--- src/rtl/lsu_axi_bridge.sv ---
// Bridges a simple LSU load/store request port onto an AXI4-Lite master.
// One transaction at a time; sub-word accesses are lane-shifted to/from the aligned bus word.
module lsu_axi_bridge #(
  parameter int ADDR_W = 32,
  parameter int DATA_W = 32
) (
  input  logic              clk,
  input  logic              rst,
  input  logic [ADDR_W-1:0] lsu_araddr,
  input  logic              lsu_arvalid,
  input  logic [7:0]        lsu_rstrb,
  output logic [DATA_W-1:0] lsu_rdata,
  output logic              lsu_rvalid,
  input  logic [ADDR_W-1:0] lsu_awaddr,
  input  logic              lsu_awvalid,
  input  logic [DATA_W-1:0] lsu_wdata,
  input  logic [7:0]        lsu_wstrb,
  input  logic              lsu_wvalid,
  output logic              lsu_wready,
  output logic              lsu_err,
  output logic [ADDR_W-1:0] araddr,
  output logic              arvalid,
  input  logic              arready,
  input  logic [DATA_W-1:0] rdata,
  input  logic [1:0]        rresp,
  input  logic              rvalid,
  output logic              rready,
  output logic [ADDR_W-1:0] awaddr,
  output logic              awvalid,
  input  logic              awready,
  output logic [DATA_W-1:0] wdata,
  output logic [3:0]        wstrb,
  output logic              wvalid,
  input  logic              wready,
  input  logic [1:0]        bresp,
  input  logic              bvalid,
  output logic              bready
);

  typedef enum logic [2:0] {IDLE, RD_A, RD_D, WR_AW, WR_B, RSP} state_t;

  // Strobes wider than a word cannot be carried on a 32-bit bus, so they are rejected too.
  function automatic logic misaligned(input logic [7:0] strb, input logic [1:0] off);
    if (|strb[7:4])             return 1'b1;
    else if (strb[3] | strb[2]) return (off != 2'b00);
    else if (strb[1])           return off[0];
    else                        return 1'b0;
  endfunction

  state_t              state_q, state_d;
  logic [ADDR_W-1:0]   bus_addr_q, bus_addr_d;
  logic [1:0]          off_q, off_d;
  logic [DATA_W-1:0]   wdata_q, wdata_d;
  logic [3:0]          wstrb_q, wstrb_d;
  logic [DATA_W-1:0]   rdata_q, rdata_d;
  logic                store_q, store_d;
  logic                err_q, err_d;
  logic                aw_done_q, aw_done_d;
  logic                w_done_q, w_done_d;
  logic                aw_nxt, w_nxt;
  logic                arvalid_q, awvalid_q, wvalid_q, rready_q, bready_q;
  logic                lsu_rvalid_q, lsu_wready_q, lsu_err_q;

  always_comb begin
    state_d    = state_q;
    bus_addr_d = bus_addr_q;
    off_d      = off_q;
    wdata_d    = wdata_q;
    wstrb_d    = wstrb_q;
    rdata_d    = rdata_q;
    store_d    = store_q;
    err_d      = err_q;
    aw_done_d  = 1'b0;
    w_done_d   = 1'b0;
    aw_nxt     = aw_done_q | (awvalid_q & awready);
    w_nxt      = w_done_q | (wvalid_q & wready);
    case (state_q)
      IDLE: begin
        err_d = 1'b0;
        if (lsu_awvalid && lsu_wvalid) begin
          store_d    = 1'b1;
          bus_addr_d = {lsu_awaddr[ADDR_W-1:2], 2'b00};
          off_d      = lsu_awaddr[1:0];
          wdata_d    = lsu_wdata << {lsu_awaddr[1:0], 3'b000};
          wstrb_d    = lsu_wstrb[3:0] << lsu_awaddr[1:0];
          if (misaligned(lsu_wstrb, lsu_awaddr[1:0])) begin
            err_d   = 1'b1;
            state_d = RSP;
          end else begin
            state_d = WR_AW;
          end
        end else if (lsu_arvalid) begin
          store_d    = 1'b0;
          bus_addr_d = {lsu_araddr[ADDR_W-1:2], 2'b00};
          off_d      = lsu_araddr[1:0];
          if (misaligned(lsu_rstrb, lsu_araddr[1:0])) begin
            err_d   = 1'b1;
            rdata_d = '0;
            state_d = RSP;
          end else begin
            state_d = RD_A;
          end
        end else begin
          state_d = IDLE;
        end
      end
      RD_A: begin
        if (arvalid_q && arready) state_d = RD_D;
        else                      state_d = RD_A;
      end
      RD_D: begin
        if (rvalid) begin
          rdata_d = rdata >> {off_q, 3'b000};
          err_d   = (rresp != 2'b00);
          state_d = RSP;
        end else begin
          state_d = RD_D;
        end
      end
      WR_AW: begin
        // AW and W complete independently; flags clear once both are done.
        if (aw_nxt && w_nxt) begin
          state_d = WR_B;
        end else begin
          aw_done_d = aw_nxt;
          w_done_d  = w_nxt;
          state_d   = WR_AW;
        end
      end
      WR_B: begin
        if (bvalid) begin
          err_d   = (bresp != 2'b00);
          state_d = RSP;
        end else begin
          state_d = WR_B;
        end
      end
      RSP:     state_d = IDLE;
      default: state_d = IDLE;
    endcase
  end

  // Bus and LSU handshake outputs are registered from the next state.
  always_ff @(posedge clk) begin
    if (rst) begin
      state_q      <= IDLE;
      bus_addr_q   <= '0;
      off_q        <= 2'b00;
      wdata_q      <= '0;
      wstrb_q      <= 4'h0;
      rdata_q      <= '0;
      store_q      <= 1'b0;
      err_q        <= 1'b0;
      aw_done_q    <= 1'b0;
      w_done_q     <= 1'b0;
      arvalid_q    <= 1'b0;
      awvalid_q    <= 1'b0;
      wvalid_q     <= 1'b0;
      rready_q     <= 1'b0;
      bready_q     <= 1'b0;
      lsu_rvalid_q <= 1'b0;
      lsu_wready_q <= 1'b0;
      lsu_err_q    <= 1'b0;
    end else begin
      state_q      <= state_d;
      bus_addr_q   <= bus_addr_d;
      off_q        <= off_d;
      wdata_q      <= wdata_d;
      wstrb_q      <= wstrb_d;
      rdata_q      <= rdata_d;
      store_q      <= store_d;
      err_q        <= err_d;
      aw_done_q    <= aw_done_d;
      w_done_q     <= w_done_d;
      arvalid_q    <= (state_d == RD_A);
      awvalid_q    <= (state_d == WR_AW) && !aw_done_d;
      wvalid_q     <= (state_d == WR_AW) && !w_done_d;
      rready_q     <= (state_d == RD_D);
      bready_q     <= (state_d == WR_B);
      lsu_rvalid_q <= (state_d == RSP) && !store_d;
      lsu_wready_q <= (state_d == RSP) && store_d;
      lsu_err_q    <= (state_d == RSP) && err_d;
    end
  end

  assign araddr     = bus_addr_q;
  assign awaddr     = bus_addr_q;
  assign wdata      = wdata_q;
  assign wstrb      = wstrb_q;
  assign arvalid    = arvalid_q;
  assign awvalid    = awvalid_q;
  assign wvalid     = wvalid_q;
  assign rready     = rready_q;
  assign bready     = bready_q;
  assign lsu_rdata  = rdata_q;
  assign lsu_rvalid = lsu_rvalid_q;
  assign lsu_wready = lsu_wready_q;
  assign lsu_err    = lsu_err_q;

endmodule

--- config.mk ---
export PLATFORM = sky130hd
export DESIGN_NAME = lsu_axi_bridge
export DESIGN_NICKNAME = d
export VERILOG_FILES = /design/src/rtl/lsu_axi_bridge.sv
export SDC_FILE = /design/constraint.sdc
export NUM_CORES = 1
export LEC_CHECK = 0
export ABC_AREA = 1
export ABC_CLOCK_PERIOD_IN_PS = 1750
export BUFFER_PORTS_ARGS = -buffer_cell sky130_fd_sc_hd__buf_2
export CELL_PAD_IN_SITES_DETAIL_PLACEMENT = 1
export CELL_PAD_IN_SITES_GLOBAL_PLACEMENT = 2
export CORE_MARGIN = 2
export CORE_UTILIZATION = 23
export DETAILED_ROUTE_END_ITERATION = 6
export GPL_TIMING_DRIVEN = 0
export PLACE_DENSITY = 0.77
export SYNTH_ARGS = -nofsm -noshare
export SYNTH_HDL_FRONTEND = slang
export SYNTH_SLANG_ARGS = --single-unit
--- constraint.sdc ---
create_clock -name clk -period 1.75 [get_ports clk]
set_clock_uncertainty 0.05 [all_clocks]
set_input_delay 0.2625 -clock clk [delete_from_list [all_inputs] [get_ports clk]]
set_output_delay 0.2625 -clock clk [all_outputs]
set_load 0.02 [all_outputs]
Word level (Yosys, flattened, before mapping) --
Cells that the tools add are included.
Word-level totals: flip-flop bits (word level) 117, logic and storage cells 106, output and inout bits 140, input bits 158
Cells by class: bitwise logic cells 6, shift operators 3, mux-type cells 43, reduce and logical (&&, ||, !) cells 23, equality and inequality tests 13
Operators by type and width (count):
- 32-bit 2-to-1 mux | 6
- 32-bit one-hot mux with 2 select lines | 1
- 32-bit by 5-bit left shift with 32-bit output | 1
- 32-bit by 5-bit >> shifter with 32-bit output | 1
- 1-bit 2-to-1 mux | 25
- 3-bit 2-to-1 mux | 6
- 3-bit one-hot mux with 5 select lines | 1
- 3-bit by 2-bit equality test with 1-bit output, second input constant | 4
- 2-bit nonzero test | 6
- 3-bit equality test, second input constant | 3
- 1-bit logical AND | 8
- 2-bit inequality test, second input constant | 4
- 4-bit OR reduction | 2
- 3-bit by 1-bit equality test with 1-bit output, second input constant | 2
- 2-bit 2-to-1 mux | 3
- 5-bit AND reduction | 1
- 1-bit bitwise OR | 4
- 2-bit AND reduction | 2
- 4-bit by 2-bit left shift with 4-bit output | 1
- 1-bit logical NOT | 3
- 3-bit logical NOT | 1
- 1-bit one-hot mux with 3 select lines | 1
- 1-bit bitwise AND | 2

Logic depth before layout (Yosys ltp) --
depth after elaboration 12, depth in mapped cells 11, mapped depth without buffers 11

Worst setup path before layout --
OpenSTA, ideal clock, no wires.
path kind input -> register, from input port lsu_awvalid, to register rdata_q[10], in the netlist lsu_rdata[10], path buffers 2, arrival time 1.316 ns, stages 10, slack 0.271 ns, data required time 1.587 ns, library setup time 0.113 ns, cells stage by stage nand2_1 -> inv_2 -> nand3_2 -> nand2_1 -> inv_2 -> nand4_2 -> buf_6 -> buf_8 -> nor2_1 -> nor2_1
Between the ends: word-level cells in the longest chain between the ends 3
RTL lines:
- start: declaration | line 15 | input logic lsu_awvalid,
- 1-bit logical AND | line 80 | if (lsu_awvalid && lsu_wvalid) begin
- 2-bit inequality test (no source line)
- 5-bit AND reduction (no source line)
- end signal: assignment | line 170 | rdata_q <= rdata_d;
- end: declaration | line 55 | logic [DATA_W-1:0] rdata_q, rdata_d;
Every way passes these cells. A chain may end at the register's enable or synchronous reset.

Worst setup path in the final report --
from register state_q[1], to register wdata_q[20], in the netlist wdata[20]
Between the ends: word-level cells in the longest chain between the ends 2
RTL lines:
- start: declaration | line 50 | state_t state_q, state_d;
- start signal: assignment | line 165 | state_q <= state_d;
- 3-bit logical NOT | line 77 | case (state_q)
- 2-bit AND reduction (no source line)
- end signal: assignment | line 168 | wdata_q <= wdata_d;
- end: declaration | line 53 | logic [DATA_W-1:0] wdata_q, wdata_d;
Every way passes these cells.

==> summary.md <==
| Metric | Value |
|---|---|
| Port buffer count | `290` |
| Required @ worst endpoint | `just over 2 ns` |
| Worst setup EP type | `register` |
| Yosys cell types | `37` |
| Total gr overflow | `0` |
| LEAKAGE | `4.472 nW` |
| Mapped Avg Cell Area | `between 6 and 7 um2` |
| Largest net degree at the start of global routing | `17` |
| Synth top cells by count | `nand2_1 (244), dfxtp_1 (115), nor2_1 (99)` |
| H-tree depth | `4` |
| Dominant cells by area after synthesis | `dfxtp_1 (38%), nand2_1 (15%), nor2_1 (6.2%)` |
| Vias | `7,103` |
| Max cap viols | `0` |
| Register area share after synthesis | `0.3827` |
| RSZ-0062 raised after global routing | `yes` |
| Area grow syn2layout | `43.61%` |
| DIE AREA | `27,460 um2` |
| Fin crit period | `1.673 ns` |
| Max VDD drop | `~0.52 mV` |
| Yosys warning total | `0` |
| DRT antenna net count | `0` |
| Initial antenna violation count | `2` |
| Asr flop ratio synth | `0` |
| Top cell type's share of synthesized area | `0.3827` |
| Routed length per placed instance | `about 17 um` |
| PwrDens | `about 1200 nW/um2` |
| Status | `complete, no violations` |
| WP data arrival | `between 1.5 and 2 ns` |
| Fmax | `~600 MHz` |
| Clock latency on the worst-skew pair | `0.42 ns` |
| Fraction of layout cells with a size suffix above 1 | `0.3451` |
| CTS clk-pin slew, worst paths | `0.07 ns` |
| Setup TNS | `0 ns` |
| Global-route wire length before repair | `~41,000 um` |
| Clk root buf | `clkbuf_16` |
| Drc violations | `0` |
| Sinks on Clock Net | `115` |
| Die width | `around 170 um` |
| Row count | `a little under 60` |
| Core area | `about 26,000 um2` |
| Worst slew pin tran | `approximately 0.7 ns` |
| Bufs on Longest Clock Path | `2` |
| Routability cong. | `0.8450` |
| Tot Pwr | `approximately 10 mW` |
| Via density | `4.565` |
| Detail Placement HPWL | `about 20,000 um` |
| Num CTS Buffers | `17` |
| Crit path launch type | `register` |
| CTS hold repair buffers | `0` |
| Count leader, synth | `nand2_1` |
| Mapped cell area | `approximately 6000 um2` |
| Dpl ws | `-0.6474 ns` |
| Hold Fails Final Rpt | `0` |
| Post-synth EDFFs | `0` |
| CTS tree | `done` |
| WS Path Type | `register to register` |
| Finish-stage setup viols | `0` |
| Total wire length | `between 20,000 and 30,000 um` |
| DR iter-0 viols | `300` |
| Die Height | `approximately 170 um` |
| Critical path fanouts, max | `10` |
| Worst min path class | `input pin to register` |
| Final nets | `1,365` |
| Yosys top cell by area | `dfxtp_1` |
| Final worst setup slack | `0.07690 ns` |
| Total GRT Usage | `0.1896` |
| Worst relative slew slack | `0.5319` |
| TritonRoute pass-1 iters | `4` |
| Top_reg_cell synth | `dfxtp_1` |
| Vias in the first global route | `slightly above 7,000` |
| Initial Util | `0.2328` |
| #FFs+latches synth | `between 100 and 150` |
| I/O Pins | `between 200 and 300` |
| Period utilization | `0.9561` |
| Syn Inst Count | `between 800 and 900` |
| Pins Over Slew Limit | `0` |
==> logic make-up after synthesis <==
family	Yosys count	synth area share
simple gates	416	0.2864
compound gates	198	0.1893
buf+inv	156	0.1277
flops	115	0.3827
mux	8	0.01331
other cells	1	0.0006234
==> repair_timing <==
item | 4_1_cts | 5_1_grt
hold endpoints to repair | 0 | 0
setup buffers | 1 | 1
resized for setup | 11 | 26
endpoints found under the setup margin | 86 | 95
pin swaps | 2 | 3
==> final cells by class <==
class / count / area (um2)
antenna: 1 / 2.502
buffer: 92 / 560.5
clock buffer: 20 / 466.7
clock inverter: 12 / 177.7
fill: 3357 / 17200
inverter: 63 / 244.0
multi-input combinational: 626 / 2994
sequential: 115 / 2308
tap: 335 / 419.2
timing repair buffer: 292 / 1466
==> sequential cells by signal (all words and copies together), names as in the netlist <==
signal and count:
araddr 30, arvalid 1, aw_done_q 1, awvalid 1, bready 1, err_q 1
lsu_err 1, lsu_rdata 32, lsu_rvalid 1, lsu_wready 1, off_q 2, rready 1
state_q 3, store_q 1, w_done_q 1, wdata 32, wstrb 4, wvalid 1
==> layout by cell type (no fill, tap or decap), types with 17 or more instances in the layout <==
cell       count
a21oi_1       37
a31oi_1       36
buf_2        301
buf_4         37
clkbuf_1      29
clkbuf_16     17
dfxtp_1      112
inv_1         53
nand2_1      243
nand3_1       30
nor2_1        99
o21ai_0       72
o21ai_1       29
==> critical path, stage by stage, from the launching register on <==
cell and delay (ns):
dfxtp_2 0.37, nor2_4 0.20, nand2_4 0.11, nor2_4 0.21
clkbuf_4 0.27, o21ai_0 0.12, o221a_2 0.24
==> metal layers <==
metal,part of all wire,GRT usage,vias up,wire length (um)
met5,0.0010,0,-,27
li1,-,-,3534,-
met2,0.47,0.3161,228,12600
met1,0.46,0.2484,3317,12130
met4,0.0097,0.03856,4,259
met3,0.061,0.04827,20,1632
==> through the flow <==
step | util | cells | area [um2] | hold WS, ns
floorplan | - | 897 | 6027 | 0.3735
global route | 0.3343 | 1555 | 8637 | 0.05130
CTS | 0.3317 | 1554 | 8569 | 0.04192
global placement | 0.3057 | 1522 | 7898 | 0.4009
finish | 0.3344 | 1556 | 8640 | 0.06077
detailed placement | 0.3057 | 1522 | 7898 | 0.4048
==> where the power goes <==
group,internal [mW],switching [mW]
Combinational,1.19,2.11
Clock,2.50,1.40
Sequential,3.00,0.258
==> path summary, 6_finish.rpt <==
kind                  start            to  slack [ns]  depth (start not counted)
min reg2reg    lsu_rdata[6]  lsu_rdata[6]        0.41                          2
max              state_q[1]     wdata[20]        0.08                          6
max reg2reg      state_q[1]     wdata[20]        0.08                          6
min          lsu_araddr[12]    araddr[12]        0.06                          3
Note: power is estimated with default switching activity, not from simulation.
